<file path="config.mk">
export PLATFORM = sky130hd
export DESIGN_NAME = mips_16_dmem_arbiter
export DESIGN_NICKNAME = d
export VERILOG_FILES = /design/src/rtl/MIPS_pkg.sv /design/src/rtl/mips_16_starve_cnt.sv /design/src/rtl/mips_16_dmem_arbiter.sv
export SDC_FILE = /design/constraint.sdc
export NUM_CORES = 1
export LEC_CHECK = 0
export CELL_PAD_IN_SITES_DETAIL_PLACEMENT = 1
export CELL_PAD_IN_SITES_GLOBAL_PLACEMENT = 2
export CORE_UTILIZATION = 14
export DETAILED_ROUTE_END_ITERATION = 7
export GPL_TIMING_DRIVEN = 0
export PLACE_DENSITY = 0.76
export SYNTH_ARGS = -nofsm -noshare
export SYNTH_HDL_FRONTEND = slang
export SYNTH_HIERARCHICAL = 1
export SYNTH_SLANG_ARGS = --single-unit
</file>
<file path="constraint.sdc">
create_clock -name clk -period 1.7 [get_ports clk]
set_input_delay 0.425 -clock clk [delete_from_list [all_inputs] [get_ports clk]]
set_output_delay 0.425 -clock clk [all_outputs]
set_load 0.01 [all_outputs]
</file>
<file path="src/rtl/MIPS_pkg.sv">
// Shared types for the MIPS-16 data-memory arbiter: FSM states, read owner tags, counter width.
// Latency: n/a (types and constants only).
// Backpressure: n/a.
package MIPS_pkg;

    // Arbiter mode: normal core priority, or a single forced host grant
    typedef enum logic {
        S_NORMAL = 1'b0,
        S_FORCE  = 1'b1
    } arb_state_t;

    // Which requester a returning read belongs to
    typedef enum logic {
        OWN_CORE = 1'b0,
        OWN_HOST = 1'b1
    } owner_t;

    // Wide enough for the largest supported wait limit (15)
    localparam int CNT_W = 4;

endpackage

</file>
<file path="src/rtl/mips_16_starve_cnt.sv">
// Host starvation counter: counts consecutive ungranted host-request cycles, saturating at MAX_WAIT.
// Latency: limit_next is combinational; the count itself updates on the next clk edge.
// Backpressure: none; wait_cyc low (request dropped or granted) clears the count.
module mips_16_starve_cnt
    import MIPS_pkg::*;
#(
    parameter int MAX_WAIT = 4
) (
    input  logic clk,
    input  logic rst,
    input  logic wait_cyc,
    output logic limit_next
);

    localparam logic [CNT_W-1:0] LIMIT = CNT_W'(MAX_WAIT);

    logic [CNT_W-1:0] count;

    // Count consecutive waiting cycles; any non-waiting cycle restarts the count
    always_ff @(posedge clk) begin
        if (rst || !wait_cyc) begin
            count <= '0;
        end else if (count != LIMIT) begin
            count <= count + CNT_W'(1);
        end
    end

    // This waiting cycle brings the count to the limit, so the host is forced next cycle
    assign limit_next = wait_cyc && (count >= (LIMIT - CNT_W'(1)));

endmodule

</file>
<file path="src/rtl/mips_16_dmem_arbiter.sv">
// Data-memory arbiter between the MIPS-16 MEM stage and a host/debug port; optional starvation guard via DMEM_ARB_STARVE_EN.
// Latency: memory access issued in the request cycle; read data returned to its owner in the following cycle.
// Backpressure: core is stalled (c_stall_n=0) when not granted; host holds h_req until h_gnt.
module mips_16_dmem_arbiter
    import MIPS_pkg::*;
#(
    parameter int ADDR_W   = 8,
    parameter int DATA_W   = 16,
    parameter int MAX_WAIT = 4
) (
    input  logic              clk,
    input  logic              rst,
    input  logic              c_req,
    input  logic              c_we,
    input  logic [ADDR_W-1:0] c_addr,
    input  logic [DATA_W-1:0] c_wdata,
    output logic [DATA_W-1:0] c_rdata,
    output logic              c_stall_n,
    input  logic              h_req,
    input  logic              h_we,
    input  logic [ADDR_W-1:0] h_addr,
    input  logic [DATA_W-1:0] h_wdata,
    output logic              h_gnt,
    output logic              h_rvalid,
    output logic [DATA_W-1:0] h_rdata,
    output logic              m_en,
    output logic              m_we,
    output logic [ADDR_W-1:0] m_addr,
    output logic [DATA_W-1:0] m_wdata,
    input  logic [DATA_W-1:0] m_rdata
);

    logic              host_gnt;
    logic              core_gnt;
    logic              force_host;
    logic              rd_pend;
    owner_t            rd_owner;
    logic              ret_core;
    logic              ret_host;
    logic [DATA_W-1:0] c_rdata_q;
    logic [DATA_W-1:0] h_rdata_q;

`ifdef DMEM_ARB_STARVE_EN
    arb_state_t state;
    logic       limit_next;

    mips_16_starve_cnt #(
        .MAX_WAIT (MAX_WAIT)
    ) u_starve_cnt (
        .clk        (clk),
        .rst        (rst),
        .wait_cyc   (h_req && !host_gnt),
        .limit_next (limit_next)
    );

    // Enter the forced-grant mode when the host has waited MAX_WAIT cycles; leave after one cycle
    always_ff @(posedge clk) begin
        if (rst) begin
            state <= S_NORMAL;
        end else begin
            case (state)
                S_NORMAL: state <= limit_next ? S_FORCE : S_NORMAL;
                S_FORCE:  state <= S_NORMAL;
                default:  state <= S_NORMAL;
            endcase
        end
    end

    assign force_host = (state == S_FORCE);
`else
    // Strict core priority: the wait limit has no effect in this build
    logic unused_max_wait;
    assign unused_max_wait = (MAX_WAIT != 0);
    assign force_host      = 1'b0;
`endif

    // Grant decision: host only when the core is idle, unless the host is being forced through
    assign host_gnt  = !rst && h_req && (force_host || !c_req);
    assign core_gnt  = !rst && c_req && !host_gnt;
    assign c_stall_n = rst || !c_req || core_gnt;
    assign h_gnt     = host_gnt;

    // Single memory port, driven by whichever requester won this cycle
    assign m_en    = host_gnt || core_gnt;
    assign m_we    = m_en && (host_gnt ? h_we : c_we);
    assign m_addr  = host_gnt ? h_addr : c_addr;
    assign m_wdata = host_gnt ? h_wdata : c_wdata;

    // A read issued last cycle returns now; reset discards it
    assign ret_core = !rst && rd_pend && (rd_owner == OWN_CORE);
    assign ret_host = !rst && rd_pend && (rd_owner == OWN_HOST);

    assign h_rvalid = ret_host;
    assign c_rdata  = rst ? '0 : (ret_core ? m_rdata : c_rdata_q);
    assign h_rdata  = rst ? '0 : (ret_host ? m_rdata : h_rdata_q);

    // Track the owner of an outstanding read and hold each requester's last returned word
    always_ff @(posedge clk) begin
        if (rst) begin
            rd_pend   <= 1'b0;
            rd_owner  <= OWN_CORE;
            c_rdata_q <= '0;
            h_rdata_q <= '0;
        end else begin
            rd_pend <= m_en && !m_we;
            if (m_en) begin
                rd_owner <= host_gnt ? OWN_HOST : OWN_CORE;
            end
            if (ret_core) begin
                c_rdata_q <= m_rdata;
            end
            if (ret_host) begin
                h_rdata_q <= m_rdata;
            end
        end
    end

endmodule

</file>
-- Word-level counts from Yosys, hierarchy flattened
Cells that the tools add are included.
- bits in registers: 34
- input port bits: 70
- logic and storage cells: 29
- muxes and demuxes: 8
- bitwise gates (word level): 1
- reduce and logical (&&, ||, !) cells: 16
- operators with widths (kind ; count):
    $mux 16 ; 5
    $logic_and 1x1->1 ; 9
    $mux 8 ; 1
    $logic_not 1->1 ; 4
    $logic_or 1x1->1 ; 3
    $mux 1 ; 2
    $not 1->1 ; 1

-- Logic depth before layout (Yosys ltp)
Gate-level depths: netlist (run 1).
- word-level depth: 9
- depth in mapped cells: 5
- gate-level depth less buffers: 3

-- Worst setup path after synthesis (run 1)
Ideal clock, no wire load.
- kind: input-to-output
- from: in c_req
- to: out m_wdata[10]
- arrival time: 1418 ps
- required time: 1275 ps
- setup slack: -143 ps
- stages: 4
- cells stage by stage: buf_6 -> nor3b_4 -> buf_6 -> mux2_2
- longest elaborated chain between the ends: 3
- ends and longest elaborated chain (what ; RTL line ; source):
    start: declaration ; mips_16_dmem_arbiter.sv:13 ; input logic c_req,
    $logic_not 1->1 ; mips_16_dmem_arbiter.sv:78 ; assign host_gnt = !rst && h_req && (force_host || !c_req);
    $logic_and 1x1->1 ; mips_16_dmem_arbiter.sv:78 ;
    named net h_gnt ; mips_16_dmem_arbiter.sv:23 ; output logic h_gnt,
    $mux 16 ; mips_16_dmem_arbiter.sv:87 ; assign m_wdata = host_gnt ? h_wdata : c_wdata;
    end: declaration ; mips_16_dmem_arbiter.sv:29 ; output logic [DATA_W-1:0] m_wdata,
The timed path passes the listed nets, and every way through them passes these cells.

-- Worst setup path in the final report (run 1)
- from: in rst
- to: out m_addr[2]
- longest elaborated chain between the ends: 4
- ends and longest elaborated chain (what ; RTL line ; source):
    start: declaration ; mips_16_dmem_arbiter.sv:12 ; input logic rst,
    $logic_not 1->1 ; mips_16_dmem_arbiter.sv:78 ;
    $logic_and 1x1->1 (2 in a row) ; mips_16_dmem_arbiter.sv:78 ;
    $mux 8 ; mips_16_dmem_arbiter.sv:86 ; assign m_addr = host_gnt ? h_addr : c_addr;
    end: declaration ; mips_16_dmem_arbiter.sv:28 ; output logic [ADDR_W-1:0] m_addr,
Every way passes these cells.

==> impl_metrics.json, run 1 <==
{
  "outcome": "finished, violations left",
  "violations": "negative setup slack",
  "cts.path.max_buffers": 2,
  "worstSetupPathType": "input port to output pin",
  "final_period_minus_worst_setup_slack_ns": 1.88,
  "finalNetCount": 427,
  "drt_first_iter_violations": 46,
  "cts_htree_levels": 2,
  "max_clock_freq_mhz": 532,
  "synth.area.top_cells": "dfxtp_1 44%, mux2_2 18%, nand2_1 16%, a21oi_1 11%, buf_6 2.2%",
  "ys_seq_area_share_pct": 44.2,
  "yosys_warnings": 6,
  "first_global_vias": 2064,
  "boundaryPins": 131,
  "finalHoldWorstSlack_ns": 0.316,
  "timing.reg2reg.setup_slack_ns": 0.36,
  "yosysUniqueCellTypes": 19,
  "buffer_ports.inserted": 128,
  "die_w_um": 107,
  "combinationalPowerShare_pct": 32.1,
  "die_area_um2": 11400,
  "worst_slack_ns": -0.179,
  "final_max_slew_viol_count": 0,
  "tritoncts_clock_tree": "done",
  "floorplan.rows": 37,
  "rr_worst_depth": 8,
  "hold_start": "c_req",
  "cts.sinks": 34,
  "final.period_utilization_pct": 111,
  "p_int_w": 0.00157,
  "sequential_share_of_power_pct": 38.5,
  "drive_gt1_share_pct": 62.6,
  "ys_dominant_reg_cell": "dfxtp_1",
  "drtAntennaViolNets": 0,
  "antenna_found_initial": 0,
  "library_cell_used_as_clock_root_buffer": "clkbuf_8",
  "total_switching_power_w": 0.000587,
  "setup-violations-final": 56,
  "routed-via-count": 1949,
  "finClkSkew_ns": 0.00552,
  "drcViolationCount": 0,
  "max-cap-violations": 0,
  "syn2layout_area_growth_pct": 166,
  "power_frac_clock_pct": 29.5,
  "peakVddDrop_mv": 0.286,
  "element_type_at_the_critical_path_end": "output pin",
  "grt_max_degree": 11,
  "synth_top_cell_area_share_pct": 44.2,
  "power.share.switching_pct": 27.2,
  "totalPowerFinal_w": 0.00216,
  "synthesis.area_per_instance_um2": 8.23,
  "post-dp-hpwl_um": 5030,
  "post_synth_most_frequent_cells": "66 x nand2_1, 34 x a21oi_1, 34 x dfxtp_1, 24 x mux2_2, 6 x clkbuf_1",
  "crit_path_start_kind": "input port",
  "first_pass_iters": 3,
  "netlist.top_cell.by_area": "dfxtp_1",
  "crit-reg2reg-launch": "rd_pend",
  "post_drt_via_cell_ratio": 3.95,
  "data_required_time_of_the_critical_path_ns": 1.27,
  "post-synth-top-count-cell": "nand2_1",
  "synth_async_sr_flop_share_pct": 0,
  "whs_endpoint": "rd_owner",
  "globalRoute.totalOverflow": 0,
  "r2r_end": "c_rdata_q[15]",
  "core_um2": 10500,
  "cell_leakage_power_nw": 1.80,
  "hold_path_depth": 2,
  "power.density_nw_per_um2": 526,
  "path_clk_slew_ns": 0.07,
  "largest_fanout_of_any_net_on_the_critical_path": 5,
  "replace_congestion": 0.683,
  "insertion_delay_ns": 0.29,
  "worstHoldPathType": "input port to flop",
  "grt_setup_unrepaired": "true",
  "synth-seq-cells": 34,
  "synth_edf_count": 0,
  "cell_area_after_synthesis_um2": 1540,
  "synthesis.nets": 257,
  "y_dimension_of_the_die_um": 107,
  "final-hold-violation-count": 0,
  "grt_use_total_pct": 12.5,
  "cts_inserted_buffers": 5,
  "final_cell_area_um2": 4100,
  "antenna_cells_inserted": 0,
  "ctsHoldBuffers": 0,
  "routedWlPerCell_um": 15.2,
  "detail_route.wirelength_um": 7530,
  "timing.critical_path.arrival_ns": 1.45,
  "global_route_wire_length_before_repair_um": 10900,
  "synth_cells": 187,
  "initial_core_util_pct": 14.6,
  "placed_area_um2": 3070
}
-- power by group through the flow --
stage | Sequential (W) | Clock (W) | Combinational (W)
global placement | 0.000844 | 0 | 0.000504
floorplan | 0.000843 | 0 | 0.000185
global route | 0.000831 | 0.000697 | 0.000731
detailed placement | 0.000845 | 0 | 0.000513
CTS | 0.000827 | 0.000659 | 0.000629
finish | 0.000829 | 0.000636 | 0.000691
-- metal layers --
| metal | global-route usage, % | vias to the layer above | share of wire [%] | wire, um |
|---|---|---|---|---|
| met4 | 3.23 | 0 | 1.0 | 78 |
| met1 | 13.1 | 925 | 38 | 2840 |
| met5 | 0 | - | 0 | 0 |
| met3 | 3.10 | 9 | 5.6 | 418 |
| met2 | 24.5 | 58 | 56 | 4190 |
| li1 | - | 957 | - | - |
-- how the worst max path moves through the flow --
stage,from,to,slack [ns],depth (start not counted)
after floorplan,c_req,m_wdata[10],-0.14,4
after CTS,rd_owner,h_rdata[6],-0.20,6
after global routing,rd_owner,h_rdata[4],-0.24,6
final,rst,m_addr[2],-0.18,6
after global placement,rst,h_rdata[13],-1.24,5
after detailed placement,rst,h_rdata[11],-1.26,5
-- stage by stage --
step           util, %  TNS, ns  setup slack, ns  cells
6_report          39.0    -7.64           -0.179    494
2_1_floorplan        -    -2.62           -0.142    187
3_5_place_dp      29.2   -80.95            -1.26    451
3_3_place_gp      29.2   -78.61            -1.24    451
5_1_grt           39.0   -10.91           -0.236    494
4_1_cts           35.1    -8.94           -0.204    482
-- layout make-up --
cell class	instances	area, um^2
tap	136	170
buffer	13	211
fill	1178	6410
inverter	1	3.75
sequential	34	688
multi-input combinational	137	1360
timing repair buffer	165	1570
clock inverter	1	5.00
clock buffer	7	86.3
-- logic make-up (layout without fill, tap and decap cells) --
logic type             count (synthesis)  in the layout  share of synthesized area (%)
AO/OA/AOI/OAI                         34             34                           11.1
AND/OR/NAND/NOR                       78             78                           21.1
other                                  1              1                          0.244
multiplexers                          24             24                           17.6
buffers and inverters                 16            187                           5.85
flip-flops                            34             34                           44.2
-- cells in the final DEF (no fill, tap or decap) --
cell type	instances
a21oi_1	1
a21oi_2	20
a21oi_4	13
and2_4	1
buf_12	6
buf_16	1
buf_2	27
buf_4	27
buf_6	39
buf_8	7
clkbuf_1	1
clkbuf_16	3
clkbuf_2	1
clkbuf_8	7
clkdlybuf4s50_1	61
clkinv_2	1
conb_1	1
dfxtp_1	32
dfxtp_4	2
dlygate4sd2_1	4
dlymetal6s2s_1	1
inv_1	1
mux2_4	24
nand2_1	24
nand2_2	12
nand2_4	29
nand2_8	1
nand2b_4	1
nand3b_1	1
nor2_1	5
nor2b_4	1
nor3_1	1
nor3b_1	1
nor3b_4	1
-- critical path, stage by stage --
cell and delay (ns):
buf_8 0.10, nor3b_4 0.20, buf_6 0.16, buf_6 0.13, mux2_4 0.31, buf_6 0.12
-- repair_timing --
action | in CTS | in global routing
gates resized for setup | 403 | 68
cloned | 4 | 1
endpoints found under the setup margin | 88 | 58
buffers inserted | 21 | 13
pin swaps | 41 | 36
-- sequential cells by signal, summed over array words and instances, names as in the netlist --
| name | count |
|---|---|
| c_rdata_q | 16 |
| h_rdata_q | 16 |
| rd_pend | 1 |
| rd_owner | 1 |
Power figures use the tool's default switching activity.
==> run 2: changes to the inputs <==
- CORE_MARGIN: not set -> 2
==> impl_metrics.json, run 2 (synthesis gave the netlist of run 1 again) <==
{
  "max_clock_freq_mhz": 536,
  "globalRoute.totalOverflow": 0,
  "peakVddDrop_mv": 0.260,
  "boundaryPins": 131,
  "cts_htree_levels": 2,
  "first_pass_iters": 4,
  "final_core_utilization_pct": 37.7,
  "combinationalPowerShare_pct": 32.1,
  "core_um2": 10800,
  "finClkSkew_ns": 0.00817,
  "path_buf_inv": 4,
  "layout.cells.most_common": "clkdlybuf4s50_1",
  "element_type_at_the_critical_path_end": "output pin",
  "drtAntennaViolNets": 0,
  "first_global_vias": 2065,
  "largest_fanout_of_any_net_on_the_critical_path": 5,
  "global_route_wire_length_before_repair_um": 10600,
  "crit_path_start_kind": "input port",
  "critical_path.cell_chain": "buf_6, nor3b_4, buf_6, buf_8, mux2_4, buf_6",
  "routedWlPerCell_um": 14.7,
  "worstHoldPathType": "input port to flop",
  "syn2layout_area_growth_pct": 164,
  "timing.critical_path.slowest_stage_cell": "mux2_4",
  "cts_inserted_buffers": 5,
  "drcViolationCount": 0,
  "timing.critical_path.arrival_ns": 1.44,
  "cts.path.max_buffers": 2,
  "initial_core_util_pct": 14.3,
  "critical-path-top-delay-family": "buffers and inverters",
  "cell_leakage_power_nw": 1.81,
  "sequential_share_of_power_pct": 38.5,
  "detail_route.wirelength_um": 7410,
  "final_max_slew_viol_count": 0,
  "library_cell_used_as_clock_root_buffer": "clkbuf_8",
  "path_clk_slew_ns": 0.07,
  "most_frequent_cell_on_critical_path": "buf_6",
  "outcome": "finished, violations left",
  "power.share.switching_pct": 26.9,
  "die_w_um": 109,
  "max-cap-violations": 0,
  "post-dp-hpwl_um": 5040,
  "finalHoldWorstSlack_ns": 0.323,
  "biggestRegsByFlops": "c_rdata_q (16), h_rdata_q (16)",
  "tritoncts_clock_tree": "done",
  "post_drt_via_cell_ratio": 3.99,
  "die_area_um2": 11800,
  "buffer_ports.inserted": 128,
  "p_int_w": 0.00157,
  "drt_first_iter_violations": 14,
  "most-common-layout-cells": "63 x clkdlybuf4s50_1, 38 x buf_6, 33 x buf_4, 32 x dfxtp_1, 29 x nand2_1",
  "finalNetCount": 432,
  "antenna_cells_inserted": 0,
  "final.period_utilization_pct": 110,
  "grt_setup_unrepaired": "true",
  "grt_use_total_pct": 11.6,
  "drive_gt1_share_pct": 61.7,
  "insertion_delay_ns": 0.28,
  "data_required_time_of_the_critical_path_ns": 1.27,
  "total_switching_power_w": 0.000578,
  "ctsHoldBuffers": 0,
  "cts.sinks": 34,
  "power_frac_clock_pct": 29.4,
  "final_period_minus_worst_setup_slack_ns": 1.87,
  "y_dimension_of_the_die_um": 109,
  "worst_slack_ns": -0.165,
  "floorplan.rows": 38,
  "worstSetupPathType": "input port to output pin",
  "replace_congestion": 0.671,
  "power.density_nw_per_um2": 529,
  "final-hold-violation-count": 0,
  "grt_max_degree": 12,
  "routed-via-count": 2006,
  "antenna_found_initial": 0,
  "violations": "negative setup slack",
  "critPathMaxStageDelay_ns": 0.31,
  "setup-violations-final": 56
}
run 2: worst paths after layout:
check	cells after the start	startpoint	endpoint	slack [ns]
setup / recovery	6	rst	m_wdata[4]	-0.17
hold / removal	2	c_req	rd_owner	0.32
hold reg to reg	2	c_rdata_q[1]	c_rdata_q[1]	0.46
setup reg to reg	10	rd_pend	c_rdata_q[0]	0.14
run 2: area by class of cell:
type | count | area, um^2
Clock inverter | 2 | 12.5
Clock buffer | 6 | 82.6
Fill cell | 1191 | 6720
Multi-Input combinational cell | 137 | 1280
Tap cell | 140 | 175
Buffer | 13 | 196
Inverter | 1 | 3.75
Timing Repair Buffer | 170 | 1630
Sequential cell | 34 | 688
run 2: metal layers:
layer  part of all wire, %  wire [um]  track usage, %  up-vias
met5                     0          0               0        -
met4                   1.1         85            2.38        0
met3                   7.4        552            3.53       11
met2                    52       3870            21.8       78
met1                    39       2900            12.9      957
li1                      -          -               -      960
run 2: power by group through the flow:
stage / Clock [W] / Combinational, W / Sequential (W)
2_1_floorplan: 0 / 0.000185 / 0.000843
3_3_place_gp: 0 / 0.000504 / 0.000844
3_5_place_dp: 0 / 0.000512 / 0.000845
4_1_cts: 0.000667 / 0.000617 / 0.000827
5_1_grt: 0.000708 / 0.000736 / 0.000830
6_report: 0.000632 / 0.000691 / 0.000828
run 2: timing repair:
item	in CTS	in global routing
setup endpoints to repair	88	60
gates cloned	3	3
setup buffers	24	12
pin swaps	20	38
resized for setup	373	73
run 2: stage by stage:
step | area (um^2) | setup TNS (ns) | std cells | setup WS, ns | total power (W)
final | 4070 | -7.21 | 503 | -0.165 | 0.00215
after global routing | 4070 | -10.46 | 503 | -0.246 | 0.00227
after CTS | 3600 | -7.83 | 488 | -0.199 | 0.00211
after detailed placement | 3070 | -80.59 | 455 | -1.30 | 0.00136
after global placement | 3070 | -78.79 | 455 | -1.26 | 0.00135
after floorplan | 1610 | -2.62 | 187 | -0.142 | 0.00103
